--- src/rtl/core_mem_arb_pkg.sv ---
// core_mem_arb_pkg
// Shared types and constants for the instruction/data memory arbiter.
//   port_id_e       : identifies which core port owns a transaction
//   DATA_PRIO_RR    : round-robin tie breaking between the two ports
//   DATA_PRIO_FIXED : data port always wins a tie
package core_mem_arb_pkg;

  typedef enum logic {
    PORT_INSTR = 1'b0,
    PORT_DATA  = 1'b1
  } port_id_e;

  localparam int DATA_PRIO_RR    = 0;
  localparam int DATA_PRIO_FIXED = 1;

endpackage

--- src/rtl/core_mem_arb_id_fifo.sv ---
// core_mem_arb_id_fifo
// In-order FIFO of port IDs, one entry per accepted-but-unanswered memory
// transaction. The head entry names the port that owns the next response.
// Ports:
//   clk_i, rst_i : clock, synchronous active-high reset (empties the FIFO)
//   push, push_id: enqueue push_id (ignored when full unless popping too)
//   pop          : dequeue the head (ignored when empty)
//   full, empty  : occupancy status
//   head         : oldest stored ID
module core_mem_arb_id_fifo
  import core_mem_arb_pkg::*;
#(
  parameter int DEPTH = 2
) (
  input  logic     clk_i,
  input  logic     rst_i,
  input  logic     push,
  input  port_id_e push_id,
  input  logic     pop,
  output logic     full,
  output logic     empty,
  output port_id_e head
);

  localparam int PTR_W = (DEPTH > 1) ? $clog2(DEPTH) : 1;
  localparam int CNT_W = $clog2(DEPTH + 1);

  port_id_e         id_mem [DEPTH];
  logic [PTR_W-1:0] wr_ptr;
  logic [PTR_W-1:0] rd_ptr;
  logic [CNT_W-1:0] count;
  logic             do_push;
  logic             do_pop;

  // Pointers wrap explicitly so DEPTH need not be a power of two.
  function automatic logic [PTR_W-1:0] next_ptr(input logic [PTR_W-1:0] p);
    return (p == PTR_W'(DEPTH - 1)) ? '0 : p + PTR_W'(1);
  endfunction

  assign full  = (count == CNT_W'(DEPTH));
  assign empty = (count == '0);
  assign head  = id_mem[rd_ptr];

  // A push into a full FIFO is legal only when the head leaves the same cycle.
  assign do_push = push & (~full | pop);
  assign do_pop  = pop & ~empty;

  always_ff @(posedge clk_i) begin
    if (rst_i) begin
      wr_ptr <= '0;
      rd_ptr <= '0;
      count  <= '0;
    end else begin
      if (do_push) begin
        id_mem[wr_ptr] <= push_id;
        wr_ptr         <= next_ptr(wr_ptr);
      end
      if (do_pop) begin
        rd_ptr <= next_ptr(rd_ptr);
      end
      case ({do_push, do_pop})
        2'b10:   count <= count + CNT_W'(1);
        2'b01:   count <= count - CNT_W'(1);
        default: count <= count;
      endcase
    end
  end

endmodule

--- src/rtl/core_mem_arbiter.sv ---
// core_mem_arbiter
// Shares one single-ported OBI memory between the cv32e40p fetch and LSU
// ports. Arbitrates requests, forwards the winner's payload, remembers the
// owner of each accepted transaction and routes in-order responses back.
// Ports:
//   clk_i, rst_i        : clock, synchronous active-high reset
//   instr_*             : fetch port (req/gnt/addr, rvalid/rdata)
//   data_*              : LSU port (req/gnt/we/be/addr/wdata, rvalid/rdata)
//   mem_*               : memory side (req/gnt/we/be/addr/wdata, rvalid/rdata)
//   proto_err_o         : sticky, a response arrived with nothing outstanding
module core_mem_arbiter
  import core_mem_arb_pkg::*;
#(
  parameter int ADDR_WIDTH      = 32,
  parameter int DATA_WIDTH      = 32,
  parameter int MAX_OUTSTANDING = 2,
  parameter int DATA_PRIORITY   = 0
) (
  input  logic                    clk_i,
  input  logic                    rst_i,
  input  logic                    instr_req_i,
  output logic                    instr_gnt_o,
  input  logic [ADDR_WIDTH-1:0]   instr_addr_i,
  output logic                    instr_rvalid_o,
  output logic [DATA_WIDTH-1:0]   instr_rdata_o,
  input  logic                    data_req_i,
  output logic                    data_gnt_o,
  input  logic                    data_we_i,
  input  logic [DATA_WIDTH/8-1:0] data_be_i,
  input  logic [ADDR_WIDTH-1:0]   data_addr_i,
  input  logic [DATA_WIDTH-1:0]   data_wdata_i,
  output logic                    data_rvalid_o,
  output logic [DATA_WIDTH-1:0]   data_rdata_o,
  output logic                    mem_req_o,
  input  logic                    mem_gnt_i,
  output logic                    mem_we_o,
  output logic [DATA_WIDTH/8-1:0] mem_be_o,
  output logic [ADDR_WIDTH-1:0]   mem_addr_o,
  output logic [DATA_WIDTH-1:0]   mem_wdata_o,
  input  logic                    mem_rvalid_i,
  input  logic [DATA_WIDTH-1:0]   mem_rdata_i,
  output logic                    proto_err_o
);

  port_id_e sel;
  port_id_e last_winner;
  port_id_e head_id;
  logic     fifo_full;
  logic     fifo_empty;
  logic     pop;
  logic     can_issue;
  logic     accept;
  logic     proto_err_q;

  // A response only pops when there is something to pop; an orphan response
  // is flagged instead.
  assign pop = mem_rvalid_i & ~fifo_empty;

  // A full FIFO can still take a new ID when the head retires this cycle.
  assign can_issue = ~fifo_full | pop;

  // Tie-breaking: fixed mode favours data, round-robin favours whoever
  // did not win last time.
  always_comb begin
    sel = PORT_INSTR;
    if (data_req_i && !instr_req_i) begin
      sel = PORT_DATA;
    end else if (data_req_i && instr_req_i) begin
      if (DATA_PRIORITY == DATA_PRIO_FIXED) begin
        sel = PORT_DATA;
      end else begin
        sel = (last_winner == PORT_DATA) ? PORT_INSTR : PORT_DATA;
      end
    end
  end

  // Fetches are always full-word reads, so we and be are forced for INSTR.
  always_comb begin
    mem_addr_o  = instr_addr_i;
    mem_we_o    = 1'b0;
    mem_be_o    = '1;
    mem_wdata_o = '0;
    if (sel == PORT_DATA) begin
      mem_addr_o  = data_addr_i;
      mem_we_o    = data_we_i;
      mem_be_o    = data_be_i;
      mem_wdata_o = data_wdata_i;
    end
  end

  assign mem_req_o   = ~rst_i & can_issue & (instr_req_i | data_req_i);
  assign accept      = mem_req_o & mem_gnt_i;
  assign instr_gnt_o = accept & (sel == PORT_INSTR);
  assign data_gnt_o  = accept & (sel == PORT_DATA);

  assign instr_rvalid_o = ~rst_i & pop & (head_id == PORT_INSTR);
  assign data_rvalid_o  = ~rst_i & pop & (head_id == PORT_DATA);
  assign instr_rdata_o  = mem_rdata_i;
  assign data_rdata_o   = mem_rdata_i;
  assign proto_err_o    = proto_err_q;

  // Winner history and the sticky protocol error flag.
  always_ff @(posedge clk_i) begin
    if (rst_i) begin
      last_winner <= PORT_DATA;
      proto_err_q <= 1'b0;
    end else begin
      if (accept) begin
        last_winner <= sel;
      end
      if (mem_rvalid_i && fifo_empty) begin
        proto_err_q <= 1'b1;
      end
    end
  end

  core_mem_arb_id_fifo #(
    .DEPTH(MAX_OUTSTANDING)
  ) u_id_fifo (
    .clk_i  (clk_i),
    .rst_i  (rst_i),
    .push   (accept),
    .push_id(sel),
    .pop    (pop),
    .full   (fifo_full),
    .empty  (fifo_empty),
    .head   (head_id)
  );

endmodule

--- config.mk ---
export PLATFORM = sky130hd
export DESIGN_NAME = core_mem_arbiter
export DESIGN_NICKNAME = d
export VERILOG_FILES = /design/src/rtl/core_mem_arb_pkg.sv /design/src/rtl/core_mem_arb_id_fifo.sv /design/src/rtl/core_mem_arbiter.sv
export SDC_FILE = /design/constraint.sdc
export NUM_CORES = 1
export LEC_CHECK = 0
export BUFFER_PORTS_ARGS = -buffer_cell sky130_fd_sc_hd__buf_2
export CAP_MARGIN = 20
export CELL_PAD_IN_SITES_DETAIL_PLACEMENT = 1
export CELL_PAD_IN_SITES_GLOBAL_PLACEMENT = 1
export CORE_AREA = 4 4 105 107
export DETAILED_ROUTE_END_ITERATION = 7
export DIE_AREA = 0 0 109 111
export PLACE_DENSITY_LB_ADDON = 0.05
export SLEW_MARGIN = 20
export SYNTH_ARGS = -nofsm -noshare
export SYNTH_HDL_FRONTEND = slang
export SYNTH_HIERARCHICAL = 1
export SYNTH_SLANG_ARGS = --single-unit
--- constraint.sdc ---
create_clock -name clk_i -period 2.5 [get_ports clk_i]
set_input_delay 0 -clock clk_i [delete_from_list [all_inputs] [get_ports clk_i]]
set_output_delay 0 -clock clk_i [all_outputs]
set_load 0.05 [all_outputs]
==> results of run 1 <==
-- layout by cell type, fill, tap and decap left out, types with 2 or more instances in the layout --
cell and n:
mux2_2 34, nor3_1 2, and2_2 2, clkbuf_8 3, nor3b_1 2, dfxtp_1 7, a21oi_1 2, nor2_1 8
edfxtp_1 2, buf_2 181, inv_1 4, nand2b_1 5, and2_1 33, xnor2_1 2
-- kinds of logic after synthesis --
group,after synthesis,synth area share [%]
adders and majority gates,1,0.787
buffers and inverters,76,33.9
DFF,9,12.6
xor gates and xnor gates,3,1.65
muxes,35,24.7
AOI/OAI and AO/OA,8,5.35
and+or+nand+nor,55,21.0
-- layout make-up --
type / count / share of cell area, %
repair buffers: 183 / 42.1
well taps: 136 / 7.68
multi-input cells: 102 / 38.4
flip-flops and latches: 9 / 9.03
clock buffers: 3 / 1.86
inverters: 4 / 0.678
clock inverters: 1 / 0.226
-- worst paths after layout --
check,startpoint,to,cells after the start
max,u_id_fifo/count[0],u_id_fifo/count[1],7
min,mem_rdata_i[23],instr_rdata_o[23],0
max reg2reg,u_id_fifo/count[0],u_id_fifo/count[1],7
min reg2reg,proto_err_o,proto_err_o,2
-- report_power, final --
part	leakage, nW	internal (mW)	switching [mW]
Clock	0.0255	0.109	0.0606
Combinational	1.10	0.200	0.431
Sequential	0.0757	0.158	0.00757
-- per-stage QoR --
| step | power [mW] | utilization, % | hold WS (ns) | setup WS (ns) |
|---|---|---|---|---|
| after floorplan | 0.893 | - | 0.0724 | 0.501 |
| after global placement | 0.809 | 21.4 | 0.000497 | 0.330 |
| after detailed placement | 0.810 | 21.4 | 0.000497 | 0.266 |
| after CTS | 0.984 | 21.9 | 0.000497 | 0.257 |
| after global routing | 1.02 | 21.9 | 0.000108 | 0.109 |
| final | 0.966 | 21.9 | 0.0000210 | 0.287 |
-- per-layer routing --
| metal | GRT usage, % | up-vias |
|---|---|---|
| met3 | 3.79 | 33 |
| met1 | 9.76 | 717 |
| li1 | - | 770 |
| met4 | 3.20 | 0 |
| met5 | 0 | - |
| met2 | 21.7 | 91 |
==> flow_summary.json, run 1 <==
{
  "viasPerCell": 3.68,
  "rows": 37,
  "met2_length_mm": 3.92,
  "ys_seq_area_share_pct": 12.6,
  "setup_viol": 0,
  "clock_latency_ns": 0.23,
  "worst-path-buf-inv": 0,
  "cap_violations": 0,
  "grt_pass1_vias": 1762,
  "ys_seq_elements": 9,
  "drtIter0Drc": 44,
  "path_cells": "nor2_1 > nand2b_4 > a2111oi_4 > o21ai_2 > ha_1 > or3_1 > a21oi_1",
  "gp_congestion": 0.772,
  "syn_inst": 187,
  "setup_tns_ns": 0,
  "ios": 278,
  "place_area_sq_mm": 0.00217,
  "critPathArrivalTime_ns": 2.37,
  "critPathMaxStageDelay_ns": 0.46,
  "synth-edff-count": 2,
  "grt_max_degree": 49,
  "synth_area_leaders": "buf_4 32%, mux2_2 24%, and2_1 13%",
  "max_freq_mhz": 452,
  "fillers": 1278,
  "netlist.area_leader.share_pct": 31.7,
  "wl_met3_um": 679,
  "synth_ff_type": "dfxtp_1",
  "routed_wl_mm": 7.00,
  "cts_buffers": 3,
  "synth_top_area_cell": "buf_4",
  "grt_pass1_wl_mm": 10.1,
  "cp_max_fo": 5,
  "start_util_pct": 15.7,
  "syn_avg_cell_area_sq_um": 8.50,
  "p_per_area_mw_per_mm2": 436,
  "antenna_found_initial": 0,
  "routedLengthMet1_mm": 2.27,
  "synth_area_sq_mm": 0.00159,
  "syn2layout_area_growth_pct": 39.4,
  "rsz0062_at_grt": "false",
  "post_cts_buffers": 0,
  "grt_usage_pct": 10.8,
  "num_vias": 1611,
  "grt-ovfl-total": 0,
  "ctsResizeCount": 0,
  "clk_pin_slew_ns": 0.05,
  "clkSinkCount": 9,
  "die_area_sq_mm": 0.0121,
  "fin_cells": 438,
  "hp-class": "primary input to primary output",
  "vdd_drop_max_v": 0.000118,
  "ys_types": 28,
  "slew_headroom_pct": 70.2,
  "cts_hold_buffers": 0,
  "cp_top_family": "compound AO/OA/AOI/OAI gates",
  "path_class": "flop to flop",
  "hold_violations": 0,
  "yosysWarnings": 6,
  "core_region_area_sq_mm": 0.0101,
  "antenna_cells": 0,
  "die_w_um": 109,
  "dpl.cell_count": 434,
  "end_kind": "flop",
  "design_area_sq_mm": 0.00222,
  "async_flop_share_pct": 0,
  "period_minus_slack_ns": 2.21,
  "status": "finished, final reports clean",
  "fin_worst_skew_ns": 0.00517,
  "leakagePower_nw": 1.20,
  "htreeDepth": 1,
  "regArea_sq_um": 200,
  "cts_buffer_depth": 2,
  "dp_hpwl_mm": 6.31,
  "ff2ff_setup_slack_ns": 0.29,
  "tightest_slew_ns": 0.446,
  "multi_input_area_sq_um": 851,
  "dr.pass1.iters": 4,
  "start_kind": "flop",
  "wl_per_cell_um": 16.0,
  "maxUsedRoutingLayer": "met4",
  "io_buffers": 181,
  "cts_root_buf": "clkbuf_8",
  "die_height_um": 111,
  "yosys-top-cells-count": "67 x buf_4, 34 x mux2_2, 33 x and2_1, 8 x nor2_1, 7 x dfxtp_1",
  "cts_tree": "yes",
  "synth_nets": 327,
  "layout.nets": 443,
  "worstPathRequired_ns": 2.66,
  "drv_slew": 0,
  "post-synth-top-count-cell": "buf_4",
  "slowest_stage": "a2111oi_4",
  "drive_gt1_share_pct": 75.2,
  "drc": 0,
  "finalCritPeriodShare_pct": 88.5,
  "drtAntennaViolNets": 0
}
Note: power is estimated with default switching activity, not from simulation.
==> inputs of run 2 (changes only) <==
==> constraint.sdc (replaced) <==
create_clock -name clk_i -period 2.2 [get_ports clk_i]
set_input_delay 0 -clock clk_i [delete_from_list [all_inputs] [get_ports clk_i]]
set_output_delay 0 -clock clk_i [all_outputs]
set_load 0.05 [all_outputs]
==> run 2 against run 1 <==
- via count shrank 0.19%
- setup slack got worse by 0.12 ns
- sequential share of layout area about the same
- clock power rose by 16%
- clock skew increased by 0.00096 ns
- first-iteration DRC count down 50%
- sequential power rose by 14%
- routed wire length about the same
- combinational power increased by 14%
- cell count is 0.23% higher
- register-to-register slack lost 0.12 ns
- largest cell class unchanged
- highest routed layer unchanged
==> flow_summary.json, run 2 (synthesized netlist as in run 1, its figures left out) <==
{
  "status": "finished, final reports clean",
  "path_cells": "nor2_1 > nand2b_4 > a2111oi_4 > o21ai_2 > ha_1 > or3_1 > a21oi_1",
  "routed_wl_mm": 7.00,
  "cap_violations": 0,
  "rsz0062_at_grt": "false",
  "drc": 0,
  "die_height_um": 111,
  "fin_ws_ns": 0.171,
  "hp-class": "primary input to primary output",
  "fin_cells": 439,
  "cts_hold_buffers": 0,
  "slew_headroom_pct": 79.1,
  "layout.cells.most_common_list": "181 x buf_2, 34 x mux2_2, 33 x and2_1",
  "grt-ovfl-total": 0,
  "finalCritPeriodShare_pct": 92.2,
  "setup_tns_ns": 0,
  "cts_tree": "yes",
  "die_area_sq_mm": 0.0121,
  "slowest_stage": "a2111oi_4",
  "die_w_um": 109,
  "core_region_area_sq_mm": 0.0101,
  "clock_latency_ns": 0.24,
  "ff2ff_setup_slack_ns": 0.17,
  "vdd_drop_max_v": 0.000119,
  "start_kind": "flop",
  "viasPerCell": 3.66,
  "clkSinkCount": 9,
  "final_common_cell": "buf_2",
  "dp_slack_ns": 0.0886,
  "dp_hpwl_mm": 6.19,
  "setup_viol": 0,
  "grt_pass1_wl_mm": 10.6,
  "rows": 37,
  "drive_gt1_share_pct": 75.6,
  "cts_root_buf": "clkbuf_8",
  "worst-path-buf-inv": 0,
  "antenna_cells": 0,
  "fin_hold_ws_ns": 0.0000210,
  "drtIter0Drc": 22,
  "tightest_slew_ns": 0.313,
  "wl_per_cell_um": 15.9,
  "critPathMaxStageDelay_ns": 0.39,
  "cts_buffers": 3,
  "cp_top_family": "compound AO/OA/AOI/OAI gates",
  "io_buffers": 181,
  "end_kind": "flop",
  "gp_congestion": 0.770,
  "cp_max_fo": 5,
  "fin_worst_skew_ns": 0.00612,
  "leakagePower_nw": 1.21,
  "critPathArrivalTime_ns": 2.19,
  "grt_max_degree": 74,
  "worstPathRequired_ns": 2.36,
  "cts_buffer_depth": 2,
  "dr.pass1.iters": 4,
  "layout.nets": 444,
  "start_util_pct": 15.7,
  "p_per_area_mw_per_mm2": 496,
  "clk_pin_slew_ns": 0.05,
  "num_vias": 1608,
  "path_class": "flop to flop",
  "hold_violations": 0,
  "syn2layout_area_growth_pct": 40.0,
  "grt_usage_pct": 11.2,
  "drtAntennaViolNets": 0,
  "drv_slew": 0,
  "dpl.cell_count": 434,
  "ios": 278,
  "period_minus_slack_ns": 2.03,
  "max_freq_mhz": 493,
  "htreeDepth": 1,
  "grt_pass1_vias": 1839,
  "antenna_found_initial": 0
}
run 2: changes by cell type in the layout (fill, tap and decap cells not counted):
cell / change
dfxtp_1: -1
buf_4: +1
dfxtp_2: +1
run 2: path summary, 6_finish.rpt:
path	from	end	depth (start not counted)
max	u_id_fifo/count[1]	u_id_fifo/count[1]	7
min	mem_rdata_i[23]	instr_rdata_o[23]	0
max reg2reg	u_id_fifo/count[1]	u_id_fifo/count[1]	7
min reg2reg	proto_err_o	proto_err_o	2
run 2: per-stage QoR:
stage	total power, mW	cell area [sq um]	util (%)
2_1_floorplan	1.01	1590	-
3_3_place_gp	0.919	2170	21.4
3_5_place_dp	0.918	2170	21.4
4_1_cts	1.12	2220	21.9
5_1_grt	1.17	2220	21.9
6_report	1.10	2220	21.9
run 2: timing repair:
| action | 4_1_cts | 5_1_grt |
|---|---|---|
| setup endpoints to repair | 0 | 1 |
| buffers inserted | 0 | 1 |
| gates resized for setup | 0 | 1 |
run 2: report_power, final:
| part | switching, mW | internal (mW) | leakage (nW) | total [mW] |
|---|---|---|---|---|
| combinational | 0.490 | 0.228 | 1.10 | 0.718 |
| sequential | 0.00835 | 0.180 | 0.0761 | 0.188 |
| clock | 0.0727 | 0.124 | 0.0255 | 0.197 |
| total | 0.571 | 0.532 | 1.21 | 1.10 |
run 2: worst reg2reg max path: stages (launching register included):
cell and delay [ns]:
dfxtp_1 0.38, nor2_1 0.09, nand2b_4 0.17, a2111oi_4 0.39, o21ai_2 0.12, ha_1 0.32
or3_1 0.35, a21oi_1 0.14
run 2: routing by layer:
layer  share of wire [%]  routed length (um)  global-route usage, %  vias to the layer above
met1                  33                2320                   10.7                      719
met5                   0                   0                      0                        -
met3                 9.9                 695                   3.90                       29
met4                 1.6                 110                   3.11                        0
met2                  55                3870                   21.8                       87
li1                    -                   -                      -                      773
run 2: layout make-up:
type | instances | area [sq um]
multi-input cells | 102 | 851
well taps | 136 | 170
repair buffers | 184 | 941
clock inverters | 1 | 5.00
inverters | 4 | 15.0
clock buffers | 3 | 41.3
flip-flops and latches | 9 | 201
fillers | 1252 | 7910
==> inputs of run 3 (changes only) <==
--- a/config.mk
+++ b/config.mk
@@ -7,11 +7,9 @@
 export LEC_CHECK = 0
 export BUFFER_PORTS_ARGS = -buffer_cell sky130_fd_sc_hd__buf_2
 export CAP_MARGIN = 20
-export CELL_PAD_IN_SITES_DETAIL_PLACEMENT = 1
-export CELL_PAD_IN_SITES_GLOBAL_PLACEMENT = 1
-export CORE_AREA = 4 4 105 107
+export CORE_AREA = 4 4 107 109
 export DETAILED_ROUTE_END_ITERATION = 7
-export DIE_AREA = 0 0 109 111
+export DIE_AREA = 0 0 111 113
 export PLACE_DENSITY_LB_ADDON = 0.05
 export SLEW_MARGIN = 20
 export SYNTH_ARGS = -nofsm -noshare
==> run 3 against run 2 <==
- flip-flop and latch count unchanged
- maximum frequency decreased by 1.2%
- critical path depth unchanged
- combinational power decreased by 2%
- sequential share of layout area about the same
- register-to-register slack got worse by 0.03 ns
- design area decreased by 0.34%
- largest cell class unchanged
==> flow_summary.json, run 3 (synthesized netlist as in run 1, its figures left out) <==
{
  "status": "finished, final reports clean",
  "ios": 278,
  "clkSinkCount": 9,
  "gr-usage-met2_pct": 16.5,
  "gr-usage-met1_pct": 8.51,
  "drtIter0Drc": 20,
  "dp_slack_ns": 0.108,
  "max_freq_mhz": 487,
  "critPathArrivalTime_ns": 2.22,
  "drtAntennaViolNets": 0,
  "cts_tree": "yes",
  "vdd_drop_max_v": 0.000139,
  "cts_hold_buffers": 0,
  "hold_violations": 0,
  "drive_gt1_share_pct": 75.6,
  "cts_root_buf": "clkbuf_8",
  "fin_ws_ns": 0.146,
  "rsz0062_at_grt": "false",
  "viasPerCell": 3.49,
  "htreeDepth": 1,
  "path_class": "flop to flop",
  "drc": 0,
  "finalCritPeriodShare_pct": 93.4,
  "end_kind": "flop",
  "fin_hold_ws_ns": 0.0000276,
  "setup_viol": 0,
  "wl_per_cell_um": 13.3,
  "design_area_sq_mm": 0.00222,
  "p_per_area_mw_per_mm2": 491,
  "post_cts_buffers": 0,
  "clk_pin_slew_ns": 0.05,
  "dp_hpwl_mm": 5.19,
  "grt-ovfl-total": 0,
  "antenna_cells": 0,
  "die_w_um": 111,
  "layout.cells.most_common_list": "181 x buf_2, 34 x mux2_2, 33 x and2_1",
  "grt_pass1_wl_mm": 8.70,
  "gp_congestion": 0.714,
  "grt_pass1_vias": 1619,
  "slew_headroom_pct": 71.8,
  "cts_buffer_depth": 2,
  "period_minus_slack_ns": 2.05,
  "io_buffers": 181,
  "die_area_sq_mm": 0.0125,
  "fin_worst_skew_ns": 0.000698,
  "use_met3_pct": 3.05,
  "dpl.cell_count": 439,
  "cts_buffers": 3,
  "fillers": 1201,
  "finalPower_mw": 1.09,
  "grt_max_degree": 48,
  "drv_slew": 0,
  "tightest_slew_ns": 0.423,
  "syn2layout_area_growth_pct": 39.5,
  "layout.nets": 444,
  "worstPathRequired_ns": 2.37,
  "setup_tns_ns": 0,
  "clock_latency_ns": 0.23,
  "hp-class": "primary input to primary output",
  "routed_wl_mm": 5.90,
  "start_util_pct": 15.0,
  "die_height_um": 113,
  "antenna_found_initial": 0,
  "cp_max_fo": 5,
  "final_core_util_pct": 20.9,
  "grt_usage_pct": 8.52,
  "top_usage_layer": "met2",
  "start_kind": "flop",
  "rows": 38,
  "place_area_sq_mm": 0.00217,
  "dr.pass1.iters": 4,
  "cap_violations": 0,
  "num_vias": 1548,
  "core_region_area_sq_mm": 0.0106,
  "final_common_cell": "buf_2",
  "fin_cells": 443,
  "leakagePower_nw": 1.20
}
==> run 3: cell counts in the layout (fill, tap and decap cells not counted) <==
No cell type changed its count.
==> run 3: power breakdown <==
group	internal (mW)	switching [mW]	leakage, nW	total, mW
registers	0.180	0.00829	0.0761	0.188
clock network	0.124	0.0724	0.0255	0.197
logic	0.224	0.481	1.10	0.705
total	0.528	0.562	1.20	1.09
==> run 3: metal layers <==
| layer | part of all wire, % | up-vias | wire length (um) |
|---|---|---|---|
| met3 | 8.8 | 27 | 519 |
| met5 | 0 | - | 0 |
| met4 | 2.1 | 0 | 121 |
| met1 | 33 | 666 | 1940 |
| li1 | - | 773 | - |
| met2 | 56 | 82 | 3320 |
==> run 3: area by class of cell <==
cell class	count	area, sq um	share of cell area [%]
clock buffer	3	41.3	1.86
clock inverter	1	5.00	0.226
inverter	4	15.0	0.677
multi-input combinational	102	851	38.4
sequential	9	201	9.09
tap	140	175	7.90
timing repair buffer	184	928	41.9
==> run 3: worst paths after layout <==
check,startpoint,to,slack (ns),cells past startpoint
min,mem_rdata_i[18],instr_rdata_o[18],0.00003,0
max reg2reg,u_id_fifo/count[1],u_id_fifo/count[1],0.15,7
max,u_id_fifo/count[1],u_id_fifo/count[1],0.15,7
min reg2reg,proto_err_o,proto_err_o,0.48,2
==> run 3: worst max-delay path, cell delays in order, from the launching register on <==
cell and delay (ns):
dfxtp_1 0.37, nor2_1 0.08, nand2b_4 0.17, a2111oi_4 0.38
o21ai_2 0.15, ha_1 0.34, or3_1 0.36, a21oi_1 0.14
==> run 3: what timing repair did <==
item | in CTS | in global routing
setup endpoints to repair | 0 | 1
hold endpoints to repair | 0 | 0
gates resized for setup | 0 | 1
